--- src/rtl/cred_pkg.sv ---
// Shared definitions for the credential lookup block: FSM encoding and
// default sentinel / guest IDs (sliced down to the configured ID width).
package cred_pkg;

    typedef enum logic [3:0] {
        S_IDLE    = 4'd0,
        S_ENTRY   = 4'd1,
        S_FETCH   = 4'd2,
        S_WAIT    = 4'd3,
        S_CATCH   = 4'd4,
        S_COMPARE = 4'd5,
        S_NEXT    = 4'd6,
        S_SESSION = 4'd7,
        S_LOCKOUT = 4'd8
    } state_t;

    localparam int          WAIT_W       = 4;
    localparam logic [63:0] END_MARK_DEF = '1;
    localparam logic [63:0] GUEST_ID_DEF = 64'h5973;

endpackage

--- src/rtl/cred_lookup_if.sv ---
// Keypad entry, ROM port and status bundle of cred_lookup.
// slave = the lookup block, master = keypad/ROM/host side.
interface cred_lookup_if #(
    parameter int DIGIT_W  = 4,
    parameter int DIGITS   = 4,
    parameter int ADDR_W   = 5,
    parameter int MAX_FAIL = 3
);
    localparam int IDW = DIGITS * DIGIT_W;
    localparam int FCW = $clog2(MAX_FAIL + 1);

    logic [DIGIT_W-1:0] digit_in;
    logic               digit_load;
    logic               clear;
    logic               logout;
    logic [ADDR_W-1:0]  rom_addr;
    logic [IDW-1:0]     rom_data;
    logic               matched;
    logic [ADDR_W-1:0]  player_id;
    logic               is_guest;
    logic               not_found;
    logic               locked;
    logic               busy;
    logic [FCW-1:0]     fail_cnt;

    modport slave (
        input  digit_in, digit_load, clear, logout, rom_data,
        output rom_addr, matched, player_id, is_guest, not_found, locked, busy, fail_cnt
    );

    modport master (
        output digit_in, digit_load, clear, logout, rom_data,
        input  rom_addr, matched, player_id, is_guest, not_found, locked, busy, fail_cnt
    );

endinterface

--- src/rtl/digit_collector.sv ---
// Collects DIGITS keypad digits MSB-first into one ID word and strobes
// done for one cycle when the last digit lands.
module digit_collector #(
    parameter int DIGITS  = 4,
    parameter int DIGIT_W = 4
) (
    input  logic                      clk,
    input  logic                      rst,
    input  logic                      en_i,
    input  logic                      load_i,
    input  logic                      clear_i,
    input  logic                      flush_i,
    input  logic [DIGIT_W-1:0]        digit_i,
    output logic [DIGITS*DIGIT_W-1:0] entry_o,
    output logic                      done_o
);
    localparam int             IDW      = DIGITS * DIGIT_W;
    localparam int             CW       = (DIGITS > 1) ? $clog2(DIGITS) : 1;
    localparam logic [IDW-1:0] TOP_MASK = IDW'({DIGIT_W{1'b1}}) << (IDW - DIGIT_W);

    logic [IDW-1:0] entry_q;
    logic [CW-1:0]  cnt_q;
    logic           done_q;
    logic [IDW-1:0] slot_mask;
    logic [IDW-1:0] slot_val;

    // Digit n occupies the n-th DIGIT_W slot counted down from the MSB.
    assign slot_mask = TOP_MASK >> (int'(cnt_q) * DIGIT_W);
    assign slot_val  = (IDW'(digit_i) << (IDW - DIGIT_W)) >> (int'(cnt_q) * DIGIT_W);

    always_ff @(posedge clk) begin
        if (!rst) begin
            entry_q <= '0;
            cnt_q   <= '0;
            done_q  <= 1'b0;
        end else begin
            done_q <= 1'b0;
            if (flush_i || (en_i && clear_i)) begin
                entry_q <= '0;
                cnt_q   <= '0;
            end else if (en_i && load_i) begin
                entry_q <= (entry_q & ~slot_mask) | slot_val;
                if (cnt_q == CW'(DIGITS - 1)) begin
                    cnt_q  <= '0;
                    done_q <= 1'b1;
                end else begin
                    cnt_q <= cnt_q + 1'b1;
                end
            end
        end
    end

    assign entry_o = entry_q;
    assign done_o  = done_q;

endmodule

--- src/rtl/cred_lookup.sv ---
// Credential lookup: collects a keypad ID, scans a fixed-latency ROM for it,
// and manages session, consecutive-failure count and timed lockout.
module cred_lookup
    import cred_pkg::*;
#(
    parameter int DIGITS   = 4,
    parameter int DIGIT_W  = 4,
    parameter int ADDR_W   = 5,
    parameter int ROM_LAT  = 3,
    parameter int MAX_FAIL = 3,
    parameter int LOCK_CYC = 1000,
    parameter logic [DIGITS*DIGIT_W-1:0] END_MARK = END_MARK_DEF[DIGITS*DIGIT_W-1:0],
    parameter logic [DIGITS*DIGIT_W-1:0] GUEST_ID = GUEST_ID_DEF[DIGITS*DIGIT_W-1:0]
) (
    input  logic          clk,
    input  logic          rst,
    cred_lookup_if.slave  bus
);
    localparam int IDW  = DIGITS * DIGIT_W;
    localparam int FCW  = $clog2(MAX_FAIL + 1);
    localparam int LK_W = $clog2(LOCK_CYC + 1);

    state_t             state_q;
    logic [ADDR_W-1:0]  rom_addr_q;
    logic [IDW-1:0]     row_q;
    logic [WAIT_W-1:0]  wait_q;
    logic [LK_W-1:0]    lock_q;
    logic [FCW-1:0]     fail_cnt_q;
    logic [FCW-1:0]     fail_cnt_d;
    logic               matched_q;
    logic [ADDR_W-1:0]  player_id_q;
    logic               is_guest_q;
    logic               not_found_q;
    logic               locked_q;
    logic               busy_q;
    logic [IDW-1:0]     entry;
    logic               entry_done;

    function automatic logic [FCW-1:0] sat_inc(input logic [FCW-1:0] v);
        return (v == FCW'(MAX_FAIL)) ? v : v + FCW'(1);
    endfunction

    assign fail_cnt_d = sat_inc(fail_cnt_q);

    // The done strobe is held off once the ID is complete so stray loads
    // in the hand-off cycle cannot overwrite the first digit.
    digit_collector #(
        .DIGITS  (DIGITS),
        .DIGIT_W (DIGIT_W)
    ) u_collect (
        .clk     (clk),
        .rst     (rst),
        .en_i    ((state_q == S_ENTRY) && !entry_done),
        .load_i  (bus.digit_load),
        .clear_i (bus.clear),
        .flush_i (state_q == S_IDLE),
        .digit_i (bus.digit_in),
        .entry_o (entry),
        .done_o  (entry_done)
    );

    always_ff @(posedge clk) begin
        if (!rst) begin
            state_q     <= S_IDLE;
            rom_addr_q  <= '0;
            wait_q      <= '0;
            lock_q      <= '0;
            fail_cnt_q  <= '0;
            matched_q   <= 1'b0;
            player_id_q <= '0;
            is_guest_q  <= 1'b0;
            not_found_q <= 1'b0;
            locked_q    <= 1'b0;
            busy_q      <= 1'b0;
        end else begin
            not_found_q <= 1'b0;
            case (state_q)
                S_IDLE: begin
                    rom_addr_q  <= '0;
                    matched_q   <= 1'b0;
                    player_id_q <= '0;
                    is_guest_q  <= 1'b0;
                    locked_q    <= 1'b0;
                    busy_q      <= 1'b0;
                    state_q     <= S_ENTRY;
                end
                S_ENTRY: begin
                    if (entry_done) begin
                        busy_q  <= 1'b1;
                        state_q <= S_FETCH;
                    end
                end
                S_FETCH: begin
                    wait_q  <= WAIT_W'(ROM_LAT - 1);
                    state_q <= S_WAIT;
                end
                S_WAIT: begin
                    if (wait_q == '0) state_q <= S_CATCH;
                    else              wait_q  <= wait_q - 1'b1;
                end
                S_CATCH: begin
                    row_q   <= bus.rom_data;
                    state_q <= S_COMPARE;
                end
                S_COMPARE: begin
                    // The sentinel row is never a credential, even if typed in.
                    if ((row_q == entry) && (row_q != END_MARK)) begin
                        matched_q   <= 1'b1;
                        player_id_q <= rom_addr_q;
                        is_guest_q  <= (row_q == GUEST_ID);
                        fail_cnt_q  <= '0;
                        busy_q      <= 1'b0;
                        state_q     <= S_SESSION;
                    end else begin
                        state_q <= S_NEXT;
                    end
                end
                S_NEXT: begin
                    if ((row_q == END_MARK) || (rom_addr_q == '1)) begin
                        not_found_q <= 1'b1;
                        fail_cnt_q  <= fail_cnt_d;
                        busy_q      <= 1'b0;
                        if (fail_cnt_d == FCW'(MAX_FAIL)) begin
                            locked_q <= 1'b1;
                            lock_q   <= LK_W'(LOCK_CYC - 1);
                            state_q  <= S_LOCKOUT;
                        end else begin
                            state_q <= S_IDLE;
                        end
                    end else begin
                        rom_addr_q <= rom_addr_q + 1'b1;
                        state_q    <= S_FETCH;
                    end
                end
                S_SESSION: begin
                    if (bus.logout) state_q <= S_IDLE;
                end
                S_LOCKOUT: begin
                    if (lock_q == '0) begin
                        locked_q   <= 1'b0;
                        fail_cnt_q <= '0;
                        state_q    <= S_IDLE;
                    end else begin
                        lock_q <= lock_q - 1'b1;
                    end
                end
                default: begin
                    state_q     <= S_IDLE;
                    rom_addr_q  <= '0;
                    wait_q      <= '0;
                    lock_q      <= '0;
                    fail_cnt_q  <= '0;
                    matched_q   <= 1'b0;
                    player_id_q <= '0;
                    is_guest_q  <= 1'b0;
                    locked_q    <= 1'b0;
                    busy_q      <= 1'b0;
                end
            endcase
        end
    end

    assign bus.rom_addr  = rom_addr_q;
    assign bus.matched   = matched_q;
    assign bus.player_id = player_id_q;
    assign bus.is_guest  = is_guest_q;
    assign bus.not_found = not_found_q;
    assign bus.locked    = locked_q;
    assign bus.busy      = busy_q;
    assign bus.fail_cnt  = fail_cnt_q;

endmodule
--- src/flat_wrapper.sv ---
// flat-port wrapper written by rule: the top's interface ports become plain ports
module cred_lookup_flat import cred_pkg::*;
#(
    parameter int DIGITS   = 4,
    parameter int DIGIT_W  = 4,
    parameter int ADDR_W   = 5,
    parameter int ROM_LAT  = 3,
    parameter int MAX_FAIL = 3,
    parameter int LOCK_CYC = 1000,
    parameter logic [DIGITS*DIGIT_W-1:0] END_MARK = END_MARK_DEF[DIGITS*DIGIT_W-1:0],
    parameter logic [DIGITS*DIGIT_W-1:0] GUEST_ID = GUEST_ID_DEF[DIGITS*DIGIT_W-1:0]
)
  (clk, rst, bus_digit_in, bus_digit_load, bus_clear, bus_logout, bus_rom_data, bus_rom_addr, bus_matched, bus_player_id, bus_is_guest, bus_not_found, bus_locked, bus_busy, bus_fail_cnt);
  cred_lookup_if #(.DIGIT_W(DIGIT_W), .DIGITS(DIGITS), .ADDR_W(ADDR_W), .MAX_FAIL(MAX_FAIL)) bus_i ();
  input  logic clk;
  input  logic rst;
  input wire logic [$bits(bus_i.digit_in)-1:0] bus_digit_in;
  input wire logic [$bits(bus_i.digit_load)-1:0] bus_digit_load;
  input wire logic [$bits(bus_i.clear)-1:0] bus_clear;
  input wire logic [$bits(bus_i.logout)-1:0] bus_logout;
  input wire logic [$bits(bus_i.rom_data)-1:0] bus_rom_data;
  output wire logic [$bits(bus_i.rom_addr)-1:0] bus_rom_addr;
  output wire logic [$bits(bus_i.matched)-1:0] bus_matched;
  output wire logic [$bits(bus_i.player_id)-1:0] bus_player_id;
  output wire logic [$bits(bus_i.is_guest)-1:0] bus_is_guest;
  output wire logic [$bits(bus_i.not_found)-1:0] bus_not_found;
  output wire logic [$bits(bus_i.locked)-1:0] bus_locked;
  output wire logic [$bits(bus_i.busy)-1:0] bus_busy;
  output wire logic [$bits(bus_i.fail_cnt)-1:0] bus_fail_cnt;
  assign bus_i.digit_in = bus_digit_in;
  assign bus_i.digit_load = bus_digit_load;
  assign bus_i.clear = bus_clear;
  assign bus_i.logout = bus_logout;
  assign bus_i.rom_data = bus_rom_data;
  assign bus_rom_addr = bus_i.rom_addr;
  assign bus_matched = bus_i.matched;
  assign bus_player_id = bus_i.player_id;
  assign bus_is_guest = bus_i.is_guest;
  assign bus_not_found = bus_i.not_found;
  assign bus_locked = bus_i.locked;
  assign bus_busy = bus_i.busy;
  assign bus_fail_cnt = bus_i.fail_cnt;
  cred_lookup #(.DIGITS(DIGITS), .DIGIT_W(DIGIT_W), .ADDR_W(ADDR_W), .ROM_LAT(ROM_LAT), .MAX_FAIL(MAX_FAIL), .LOCK_CYC(LOCK_CYC), .END_MARK(END_MARK), .GUEST_ID(GUEST_ID)) u_core (.clk(clk), .rst(rst), .bus(bus_i));
endmodule
--- config.mk ---
export PLATFORM = sky130hd
export DESIGN_NAME = cred_lookup_flat
export DESIGN_NICKNAME = d
export VERILOG_FILES = /design/src/rtl/cred_pkg.sv /design/src/rtl/cred_lookup_if.sv /design/src/rtl/digit_collector.sv /design/src/rtl/cred_lookup.sv /design/src/flat_wrapper.sv
export SDC_FILE = /design/constraint.sdc
export NUM_CORES = 1
export LEC_CHECK = 0
export ABC_AREA = 0
export BUFFER_PORTS_ARGS = -buffer_cell sky130_fd_sc_hd__buf_2
export CAP_MARGIN = 10
export CORE_MARGIN = 2
export CORE_UTILIZATION = 58
export CTS_CLUSTER_SIZE = 8
export DETAILED_ROUTE_END_ITERATION = 10
export PLACE_DENSITY = 0.77
export REMOVE_ABC_BUFFERS = 1
export SKIP_LAST_GASP = 1
export SLEW_MARGIN = 25
export SYNTH_ARGS = -nofsm -noshare
export SYNTH_HDL_FRONTEND = slang
export SYNTH_HIERARCHICAL = 1
export SYNTH_SLANG_ARGS = --single-unit
--- constraint.sdc ---
create_clock -name clk -period 2.5 [get_ports clk]
set_input_delay 0.5 -clock clk [delete_from_list [all_inputs] [get_ports clk]]
set_output_delay 0.5 -clock clk [all_outputs]
set_load 0.005 [all_outputs]
* After elaboration in Yosys (flattened, before gate mapping)
Index checks and enable logic that the tools add are counted.
** Word-level totals
- Bits in registers :: 70
- Latch bits :: 0
- Bits in writable memories :: 0
- Memory bits (read-only) :: 0
- Input bits :: 25
- Output and inout port bits :: 17
- Memories :: 0
** Operators by class
- Add/subtract/negate cells :: 5
- Multiply operators :: 0
- Divide/modulo/power cells :: 0
- Magnitude comparators :: 0
- Eq/ne operators :: 26
- Shifts and indexed selects :: 2
- Mux-type cells :: 38
- Bitwise gates (word level) :: 12
- Reductions and logical operators :: 29
** Operators with widths (count)
- $pmux 4 s9 :: 1
- $mux 10 :: 3
- $pmux 10 s3 :: 1
- $mux 4 :: 7
- $reduce_or 7->1 :: 4
- $pmux 5 s2 :: 2
- $reduce_and 4->1 :: 5
- $and 16x16->16 :: 1
- $eq 16x15->1 const B :: 1
- $eq 16x16->1 :: 1
- $eq 16x16->1 const B :: 1
- $eq 4x3->1 const B :: 4
- $ne 16x16->1 const B :: 1
- $not 16->16 :: 1
- $or 16x16->16 :: 1
- $shr 16x4->16 :: 1
- $shr 16x4->16 const A :: 1
- $pmux 4 s3 :: 1
- $reduce_or 6->1 :: 2
- $mux 1 :: 11
- $logic_not 10->1 :: 1
- $mux 2 :: 5
- $mux 5 :: 2
- $ne 2x1->1 const B :: 5
- 23 further kinds :: 49

* Longest topological paths before layout
Gate-level depths: netlist (run 1).
- Depth in word-level cells :: 6
- Gate-level depth with buffers :: 9
- Depth with buffers taken out :: 9

* Hierarchy
The synthesis (run 1) kept the hierarchy.
** By module, submodules not included
- cred_lookup :: times used 1, cells an instance 296, area each 2697.6 µm²
- digit_collector :: times used 1, cells an instance 78, area each 773.2 µm²

* Least setup slack after synthesis (run 1)
OpenSTA, ideal clock, no wires.
- Path type :: reg2reg
- Start point :: register u_core.rom_addr_q[0], in the netlist u_core/bus.rom_addr[0]
- End point :: register u_core.rom_addr_q[3], in the netlist u_core/bus.rom_addr[3]
- Data arrival time :: 1.777 ns
- Required time :: 2.383 ns
- Path slack :: 0.606 ns
- Stages on the path, launching flop included :: 10
- Period minus slack after synthesis :: 1.894 ns
- Path through :: dfxtp_1 ha_1 and3_1 ha_1 inv_1 o41ai_4 o21ai_1 nand4_1 xor2_1 nor2_1
** Between the ends
- Cells in the longest elaborated chain, start to end :: 4
- Elaborated cells between the ends (all ways) :: 7
** RTL lines
- start: declaration :: RTL line cred_lookup.sv:24 : logic [ADDR_W-1:0] rom_addr_q;
- start signal: assignment :: RTL line cred_lookup.sv:131 : rom_addr_q <= rom_addr_q + 1'b1;
- parallel branches: the longest is 4 deep, another holds $add 5x1->5
Several ways; the timed one is not identified. The select of a mux whose other input is x is not followed.
A chain may end at the register's enable or synchronous reset.

* Worst setup path in the final report (run 1)
Ends and elaborated chain as after synthesis.

==> flow_metrics.tcl, run 1 <==
set metrics [dict create \
    status "finished clean" \
    worstMarginPinSlew_ps 585 \
    yosysMostFrequentCell "dfxtp_1" \
    wl_met1_um 3660 \
    first_pass_iters 5 \
    clockPowerShare 0.375 \
    path_clk_slew_ps 70 \
    drive_above_1_share 0.191 \
    gp_congestion 0.888 \
    syn-cell-area_sq_mm 0.00347 \
    dp_hpwl_um 5660 \
    cp_slowest_cell "o21ai_1" \
    via_per_inst 6.03 \
    final_max_slew_viol_count 0 \
    swShare 0.265 \
    wl_per_cell_um 16.0 \
    synth_cell_types 57 \
    worstSkewPairLatency_ps 350 \
    worstPathArrival_ps 2470 \
    fill_cells 465 \
    synth.avg_cell_area_sq_um 9.28 \
    drv_cap 0 \
    ant_nets 0 \
    max_freq_mhz 447 \
    power.net_switching_mw 0.667 \
    pwr-share-seq 0.489 \
    grt_pass1_vias 2752 \
    io_buffers 41 \
    period_needed_ps 2240 \
    area_delta_synth_final_pct 14.2 \
    pwr_density_cell_mw_per_mm2 635 \
    clock-root-buffer "clkbuf_8" \
    rsz0062_at_grt "no" \
    htreeDepth 3 \
    synth-seq-cells 70 \
    path_cells "ha_1, and3_1, ha_1, inv_1, o41ai_4, o21ai_1, nand4_1, xor2_1, nor2_1" \
    wl_met3_um 450 \
    synthArstFlopShare 0 \
    synth-warning-count 6 \
    top_layer "met4" \
    crit_path_frequent_cell "ha_1" \
    core-area_sq_mm 0.00585 \
    cp_data_required_time_ps 2740 \
    fin_nets 452 \
    synth_edf_count 16 \
    start_util 0.593 \
    cp_max_fo 7 \
    io_pins 42 \
    drtIter0Drc 233 \
    die_h_um 81.4 \
    hold_viol_final 0 \
    crit_path_start_kind "register" \
    cts_made_buffers 9 \
    yosysTopAreaCellShare 0.311 \
    path_delay_family "compound AO/OA/AOI/OAI gates" \
    path_buf_inv 1 \
    overflow 0 \
    ir_drop_mv 0.435 \
    p_int_mw 1.85 \
    cts_tree "built" \
    finalSetupViolations 0 \
    finalCritPeriodShare 0.896 \
    grt_pass1_wl_um 13100 \
    antennaDiodeCount 0 \
    vias 3004 \
    place_area_sq_mm 0.00375 \
    clock_sinks 70 \
    drc 0 \
    wl_met2_um 3740 \
    slew_headroom 0.609 \
    cts_setup_buffers 0 \
    placementRows 28 \
    critical_path_class "reg -> reg" \
    fin_area_sq_mm 0.00396 \
    skew_ps 15.7 \
    synthCells 374 \
    yosys-top-cells-area "dfxtp_1, edfxtp_1, nor2_1, xor2_1, a22oi_1" \
    leakage_nw 1.61 \
    grt_usage 0.257 \
    fp.dieW_um 81.4 \
    critPathMaxStageDelay_ps 500 \
    cp-end-kind "register" \
    yosysSeqAreaShare 0.450 \
    synth_common_cells "dfxtp_1, nor2_1, nand2_1" \
    grt_start_max_net_pins 27 \
    comb_power_share 0.136 \
    grt_antenna_before_repair 0 \
    clock_path_buffers 2 \
    post-route-util 0.677 \
    min_path_type "in -> reg" \
    ctsResizeCount 0 \
    yosys.area.top_type "dfxtp_1" \
    yosys_most_used_dff "dfxtp_1" \
    finalSetupTns_ps 0 \
    hold_buffers 0 \
    drt_wl_total_um 7960 \
    dieArea_sq_mm 0.00662 \
]
-- placed cells by master, fill, tap and decap left out, drive strengths merged, types with 3 or more instances in the layout --
| cell type | instances |
|---|---|
| a22oi | 16 |
| and3 | 7 |
| dfxtp | 54 |
| xor2 | 21 |
| a41oi | 3 |
| o31ai | 4 |
| inv | 13 |
| a21oi | 13 |
| nand2 | 32 |
| nor4 | 8 |
| nand4 | 9 |
| edfxtp | 16 |
| o211ai | 4 |
| xnor2 | 4 |
| buf | 50 |
| clkbuf | 11 |
| nand3 | 13 |
| o21ai | 19 |
| nor2b | 3 |
| a31oi | 7 |
| mux2i | 11 |
| clkinv | 4 |
| nor3 | 11 |
| nor2 | 50 |
| ha | 9 |
| a211oi | 3 |
-- final timing paths --
kind / start / to / slack (ps) / cells after the start
hold / removal: bus_rom_data[2] / u_core/row_q[2]$_DFFE_PP_ / 330 / 1
hold reg to reg: u_core/bus.player_id[3]$_SDFFE_PN0P_ / u_core/bus.player_id[3]$_SDFFE_PN0P_ / 460 / 2
setup / recovery: u_core/bus.rom_addr[0]$_SDFFE_PN0P_ / u_core/bus.rom_addr[3]$_SDFFE_PN0P_ / 260 / 9
setup reg to reg: u_core/bus.rom_addr[0]$_SDFFE_PN0P_ / u_core/bus.rom_addr[3]$_SDFFE_PN0P_ / 260 / 9
-- cells by family (layout without fill, tap and decap cells) --
family          Yosys count  in the layout  synth area share
fa+ha+maj                 9              9            0.0324
xor+xnor                 25             25            0.0631
flops                    70             70             0.450
buf+inv                  30             79            0.0378
simple gates            147            147             0.217
compound gates           82             82             0.168
mux                      11             11            0.0317
-- routing by layer --
layer,track usage,vias up
met5,0,-
met4,0.0932,0
met3,0.0444,11
met2,0.411,119
met1,0.348,1419
li1,-,1455
-- through the flow --
stage	std cells	power, mW	setup WS [ps]	hold slack (ps)
6_report	498	2.52	261	332
5_1_grt	498	2.62	134	321
4_1_cts	498	2.54	275	319
3_5_place_dp	482	1.59	298	452
3_3_place_gp	482	1.58	404	445
2_1_floorplan	357	1.48	537	453
-- power groups by stage --
| stage | sequential [mW] | combinational [mW] | clock (mW) |
|---|---|---|---|
| after CTS | 1.23 | 0.338 | 0.971 |
| final | 1.23 | 0.342 | 0.942 |
| after global routing | 1.24 | 0.376 | 1.01 |
| after global placement | 1.25 | 0.327 | 0 |
| after floorplan | 1.25 | 0.227 | 0 |
| after detailed placement | 1.26 | 0.335 | 0 |
-- final cells by class --
type | instances | area, sq um | share of cell area
multi-input combinational | 274 | 1780 | 0.449
sequential | 70 | 1560 | 0.394
timing repair buffer | 50 | 273 | 0.0688
clock buffer | 11 | 153 | 0.0385
tap | 75 | 93.8 | 0.0237
clock inverter | 5 | 55.1 | 0.0139
inverter | 13 | 48.8 | 0.0123
-- flip-flops by register name, indices dropped and copies added (netlist names) --
| signal | count |
|---|---|
| u_core/bus.not_found | 1 |
| u_core/u_collect/cnt_q | 2 |
| u_core/lock_q | 10 |
| u_core/bus.busy | 1 |
| u_core/bus.locked | 1 |
| u_core/row_q | 16 |
| u_core/bus.matched | 1 |
| u_core/bus.fail_cnt | 2 |
| u_core/bus.rom_addr | 5 |
| u_core/bus.is_guest | 1 |
| u_core/state_q | 4 |
| u_core/bus.player_id | 5 |
| u_core/u_collect/done_o | 1 |
| u_core/wait_q | 4 |
| u_core/u_collect/entry_o | 16 |
Power figures use the tool's default switching activity.
==> run 2: changes to the inputs <==
- GPL_TIMING_DRIVEN: default -> 0
==> run 2 against run 1 <==
Effect of this change: non-clock buffer count shrank 9; worst setup slack worse by 51 ps; largest power group unchanged; register-to-register slack got worse by 50 ps; critical endpoint is now u_core/bus.player_id[2]$_SDFFE_PN0P_; highest routed layer unchanged; sequential power about the same; total power is 8.0% lower; utilization shrank 1.8 points; hold slack worse by 15 ps; via count shrank 2.2%.
==> flow_metrics.tcl, run 2 (same netlist as run 1, synthesis figures left out) <==
set metrics [dict create \
    grt_usage 0.244 \
    htreeDepth 3 \
    grt_pass1_vias 2598 \
    grt_pass1_wl_um 12300 \
    pwr-share-seq 0.536 \
    critPathMaxStageDelay_ps 770 \
    worstMarginPinSlew_ps 698 \
    min_path_type "in -> reg" \
    drc 0 \
    dp_hpwl_um 5220 \
    clock_path_buffers 2 \
    path_clk_slew_ps 70 \
    ir_drop_mv 0.406 \
    finalSetupTns_ps 0 \
    hold_depth 1 \
    skew_ps 9.49 \
    worstPathArrival_ps 2500 \
    hold_ws_ps 318 \
    cp_data_required_time_ps 2710 \
    slew_headroom 0.534 \
    final_common_cell "dfxtp_1" \
    comb_power_share 0.138 \
    cp_max_fo 20 \
    drt_wl_total_um 7520 \
    clock-root-buffer "clkbuf_8" \
    fill_cells 467 \
    grt_antenna_before_repair 0 \
    fin_nets 443 \
    grt_start_max_net_pins 35 \
    io_pins 42 \
    overflow 0 \
    final_cell_mix "dfxtp_1, nor2_1, buf_2, nand2_1, xor2_1" \
    finalSetupViolations 0 \
    die_h_um 81.4 \
    cts_made_buffers 9 \
    p_int_mw 1.66 \
    via_per_inst 6.01 \
    final_max_slew_viol_count 0 \
    crit_path_start_kind "register" \
    cts_setup_buffers 0 \
    status "finished clean" \
    wl_per_cell_um 15.4 \
    path_delay_family "flip-flops" \
    rsz0062_at_grt "no" \
    setup_ws_ps 210 \
    power.net_switching_mw 0.649 \
    drv_cap 0 \
    clockPowerShare 0.326 \
    io_buffers 41 \
    cp_slowest_cell "dfxtp_1" \
    regArea_sq_mm 0.00156 \
    multi_input_area_sq_mm 0.00179 \
    cts_tree "built" \
    hold_buffers 0 \
    path_cells "nor2_1, and3_1, o21ai_1, o211ai_2, mux2i_1" \
    hold_viol_final 0 \
    swShare 0.281 \
    finalCritPeriodShare 0.916 \
    cp-end-kind "register" \
    dieArea_sq_mm 0.00662 \
    path_buf_inv 0 \
    pwr_density_cell_mw_per_mm2 600 \
    gp_congestion 0.867 \
    worstRegToRegCells 5 \
    start_util 0.593 \
    worstSkewPairLatency_ps 350 \
    ant_nets 0 \
    leakage_nw 1.53 \
    core-area_sq_mm 0.00585 \
    max_freq_mhz 437 \
    antennaDiodeCount 0 \
    period_needed_ps 2290 \
    placementRows 28 \
    clock_sinks 70 \
    drtIter0Drc 298 \
    first_pass_iters 5 \
    drive_above_1_share 0.176 \
    fp.dieW_um 81.4 \
    dp_slack_ps 20.0 \
    critical_path_class "reg -> reg" \
    vias 2939 \
    post-route-util 0.659 \
    cp_num_cells 5 \
    total_power_mw 2.31 \
    area_delta_synth_final_pct 11.1 \
]
==> run 2: final cells by class <==
type                    instances  share of cell area
flip-flops and latches         70               0.405
repair buffers                 41              0.0532
multi-input cells             274               0.464
inverters                      13              0.0127
well taps                      75              0.0243
clock inverters                 6             0.00747
clock buffers                  10              0.0331
==> run 2: timing repair <==
item | 4_1_cts | 5_1_grt
gates resized for setup | 1 | 3
setup endpoints to repair | 1 | 24
gates cloned | 0 | 0
pin swaps | 0 | 0
==> run 2: power by group through the flow <==
stage	Clock [mW]	Sequential, mW	Combinational [mW]
2_1_floorplan	0	1.25	0.227
3_3_place_gp	0	1.26	0.304
3_5_place_dp	0	1.26	0.310
4_1_cts	0.766	1.24	0.313
5_1_grt	0.810	1.24	0.352
6_report	0.755	1.24	0.319
==> run 2: layer usage <==
metal	global-route usage	up-vias	routed length, um
met2	0.365	113	3420
met4	0.107	0	168
met3	0.0700	23	474
li1	-	1436	-
met5	0	-	0
met1	0.329	1367	3460
==> run 2: stage by stage <==
stage / area (sq um) / instances
after detailed placement: 3690 / 473
after floorplan: 3390 / 357
after global routing: 3850 / 489
final: 3850 / 489
after global placement: 3690 / 473
after CTS: 3850 / 489
==> run 2: final timing paths <==
kind                                        start                                   end  slack, ps
max reg2reg        u_core/state_q[1]$_SDFFE_PN0P_  u_core/bus.player_id[2]$_SDFFE_PN0P_        210
min reg2reg  u_core/bus.player_id[3]$_SDFFE_PN0P_  u_core/bus.player_id[3]$_SDFFE_PN0P_        460
min                               bus_rom_data[5]             u_core/row_q[5]$_DFFE_PP_        320
max                u_core/state_q[1]$_SDFFE_PN0P_  u_core/bus.player_id[2]$_SDFFE_PN0P_        210
==> run 3: changes to the inputs <==
- PLACE_DENSITY: 0.77 -> 0.89
==> run 3 against run 2 <==
Effect of this change: sequential share of layout area shrank 0.48 points; clock power grew 23%; count of clock-buffer cells in the layout grew 3; clock skew is essentially flat; total power grew 7.3%; non-clock buffer count is the same; design area grew 1.2%; sequential power is essentially flat; critical path depth is the same.
==> flow_metrics.tcl, run 3 (same netlist as run 1, synthesis figures left out) <==
set metrics [dict create \
    status "finished clean" \
    pwr_density_cell_mw_per_mm2 636 \
    dp_hpwl_um 5310 \
    die_h_um 81.4 \
    fill_cells 440 \
    ant_nets 0 \
    cts_setup_buffers 0 \
    place_area_sq_mm 0.00369 \
    leakage_nw 1.56 \
    reg2reg_to "u_core/lock_q[1]$_SDFFE_PN0P_" \
    hold_buffers 0 \
    cp_max_fo 20 \
    wl_per_cell_um 15.6 \
    rrSetupSlack_ps 240 \
    area_delta_synth_final_pct 12.4 \
    clock-root-buffer "clkbuf_8" \
    worstPathArrival_ps 2510 \
    grt_pass1_wl_um 12500 \
    overflow 0 \
    final_cell_mix "dfxtp_1, nor2_1, buf_2, nand2_1, xor2_1" \
    grt_usage 0.248 \
    skew_ps 9.24 \
    cp-end-kind "register" \
    io_pins 42 \
    multi_input_area_sq_mm 0.00179 \
    io_buffers 41 \
    min_from "bus_rom_data[13]" \
    crit_path_start_kind "register" \
    drt_wl_total_um 7640 \
    grt_pass1_vias 2688 \
    clock_path_buffers 2 \
    r2r_start "u_core/state_q[1]$_SDFFE_PN0P_" \
    grt_antenna_before_repair 0 \
    final_common_cell "dfxtp_1" \
    hold_viol_final 0 \
    drc 0 \
    gp_congestion 0.870 \
    fin_area_sq_mm 0.00390 \
    clock_sinks 70 \
    drtIter0Drc 261 \
    worstMarginPinSlew_ps 690 \
    htreeDepth 3 \
    dieArea_sq_mm 0.00662 \
    first_pass_iters 4 \
    total_power_mw 2.48 \
    antennaDiodeCount 0 \
    grt_start_max_net_pins 35 \
    final_max_slew_viol_count 0 \
    critical_path_class "reg -> reg" \
    ir_drop_mv 0.495 \
    drive_above_1_share 0.181 \
    rsz0062_at_grt "no" \
    core-area_sq_mm 0.00585 \
    finalSetupTns_ps 0 \
    fin_nets 443 \
    cts_made_buffers 9 \
    hold_depth 1 \
    start_util 0.593 \
    worstSkewPairLatency_ps 340 \
    vias 2948 \
    finalCritPeriodShare 0.903 \
    fp.dieW_um 81.4 \
    worstRegToRegCells 5 \
    min_path_type "in -> reg" \
    finalSetupViolations 0 \
    via_per_inst 6.03 \
    period_needed_ps 2260 \
    slew_headroom 0.540 \
    cp_data_required_time_ps 2760 \
    max_freq_mhz 443 \
    cts_tree "built" \
    drv_cap 0 \
    placementRows 28 \
    path_clk_slew_ps 70 \
    worstHoldEndpoint "u_core/row_q[13]$_DFFE_PP_" \
    regArea_sq_mm 0.00156 \
]
run 3: timing repair:
| item | in CTS | in global routing |
|---|---|---|
| gates resized for setup | 1 | 1 |
| gates cloned | 0 | 0 |
| setup endpoints to repair | 1 | 3 |
run 3: per-stage QoR:
stage,hold slack [ps],std cells,util,worst slack (ps)
2_1_floorplan,453,357,-,537
3_3_place_gp,444,473,0.630,103
3_5_place_dp,456,473,0.630,25.1
4_1_cts,319,489,0.666,52.1
5_1_grt,319,489,0.667,102
6_report,330,489,0.667,242
run 3: where the power goes:
group / internal (mW) / switching [mW]
sequential: 1.19 / 0.0537
clock: 0.525 / 0.406
combinational: 0.131 / 0.181
run 3: cell type report:
class | count | area share
multi-input combinational | 274 | 0.458
sequential | 70 | 0.401
timing repair buffer | 41 | 0.0526
clock buffer | 13 | 0.0417
tap | 75 | 0.0241
inverter | 13 | 0.0125
clock inverter | 3 | 0.0109
run 3: routing by layer:
layer | GRT usage | share of wire
met1 | 0.327 | 0.46
met2 | 0.404 | 0.48
met3 | 0.0400 | 0.055
met4 | 0.105 | 0.012
met5 | 0 | 0
run 3: worst max path at each step:
| stage | cells after the start | start | slack (ps) | endpoint |
|---|---|---|---|---|
| 3_3_place_gp | 5 | u_core/state_q[2]$_SDFFE_PN0P_ | 100 | u_core/lock_q[1]$_SDFFE_PN0P_ |
| 6_report | 5 | u_core/state_q[1]$_SDFFE_PN0P_ | 240 | u_core/lock_q[1]$_SDFFE_PN0P_ |
| 4_1_cts | 6 | u_core/state_q[3]$_SDFFE_PN0P_ | 50 | u_core/u_collect/entry_o[9]$_SDFFE_PP0P_ |
| 2_1_floorplan | 6 | u_core/state_q[1]$_SDFFE_PN0P_ | 540 | u_core/u_collect/cnt_q[0]$_SDFFE_PP0P_ |
| 3_5_place_dp | 5 | u_core/state_q[2]$_SDFFE_PN0P_ | 30 | u_core/lock_q[1]$_SDFFE_PN0P_ |
| 5_1_grt | 5 | u_core/state_q[1]$_SDFFE_PN0P_ | 100 | u_core/lock_q[2]$_SDFFE_PN0P_ |
run 3: worst max-delay path, stage by stage (launching register included):
cell	delay, ps
dfxtp_1	520
nor3_2	430
nand2_1	370
o21ai_2	510
nor3_1	110
a211oi_1	230
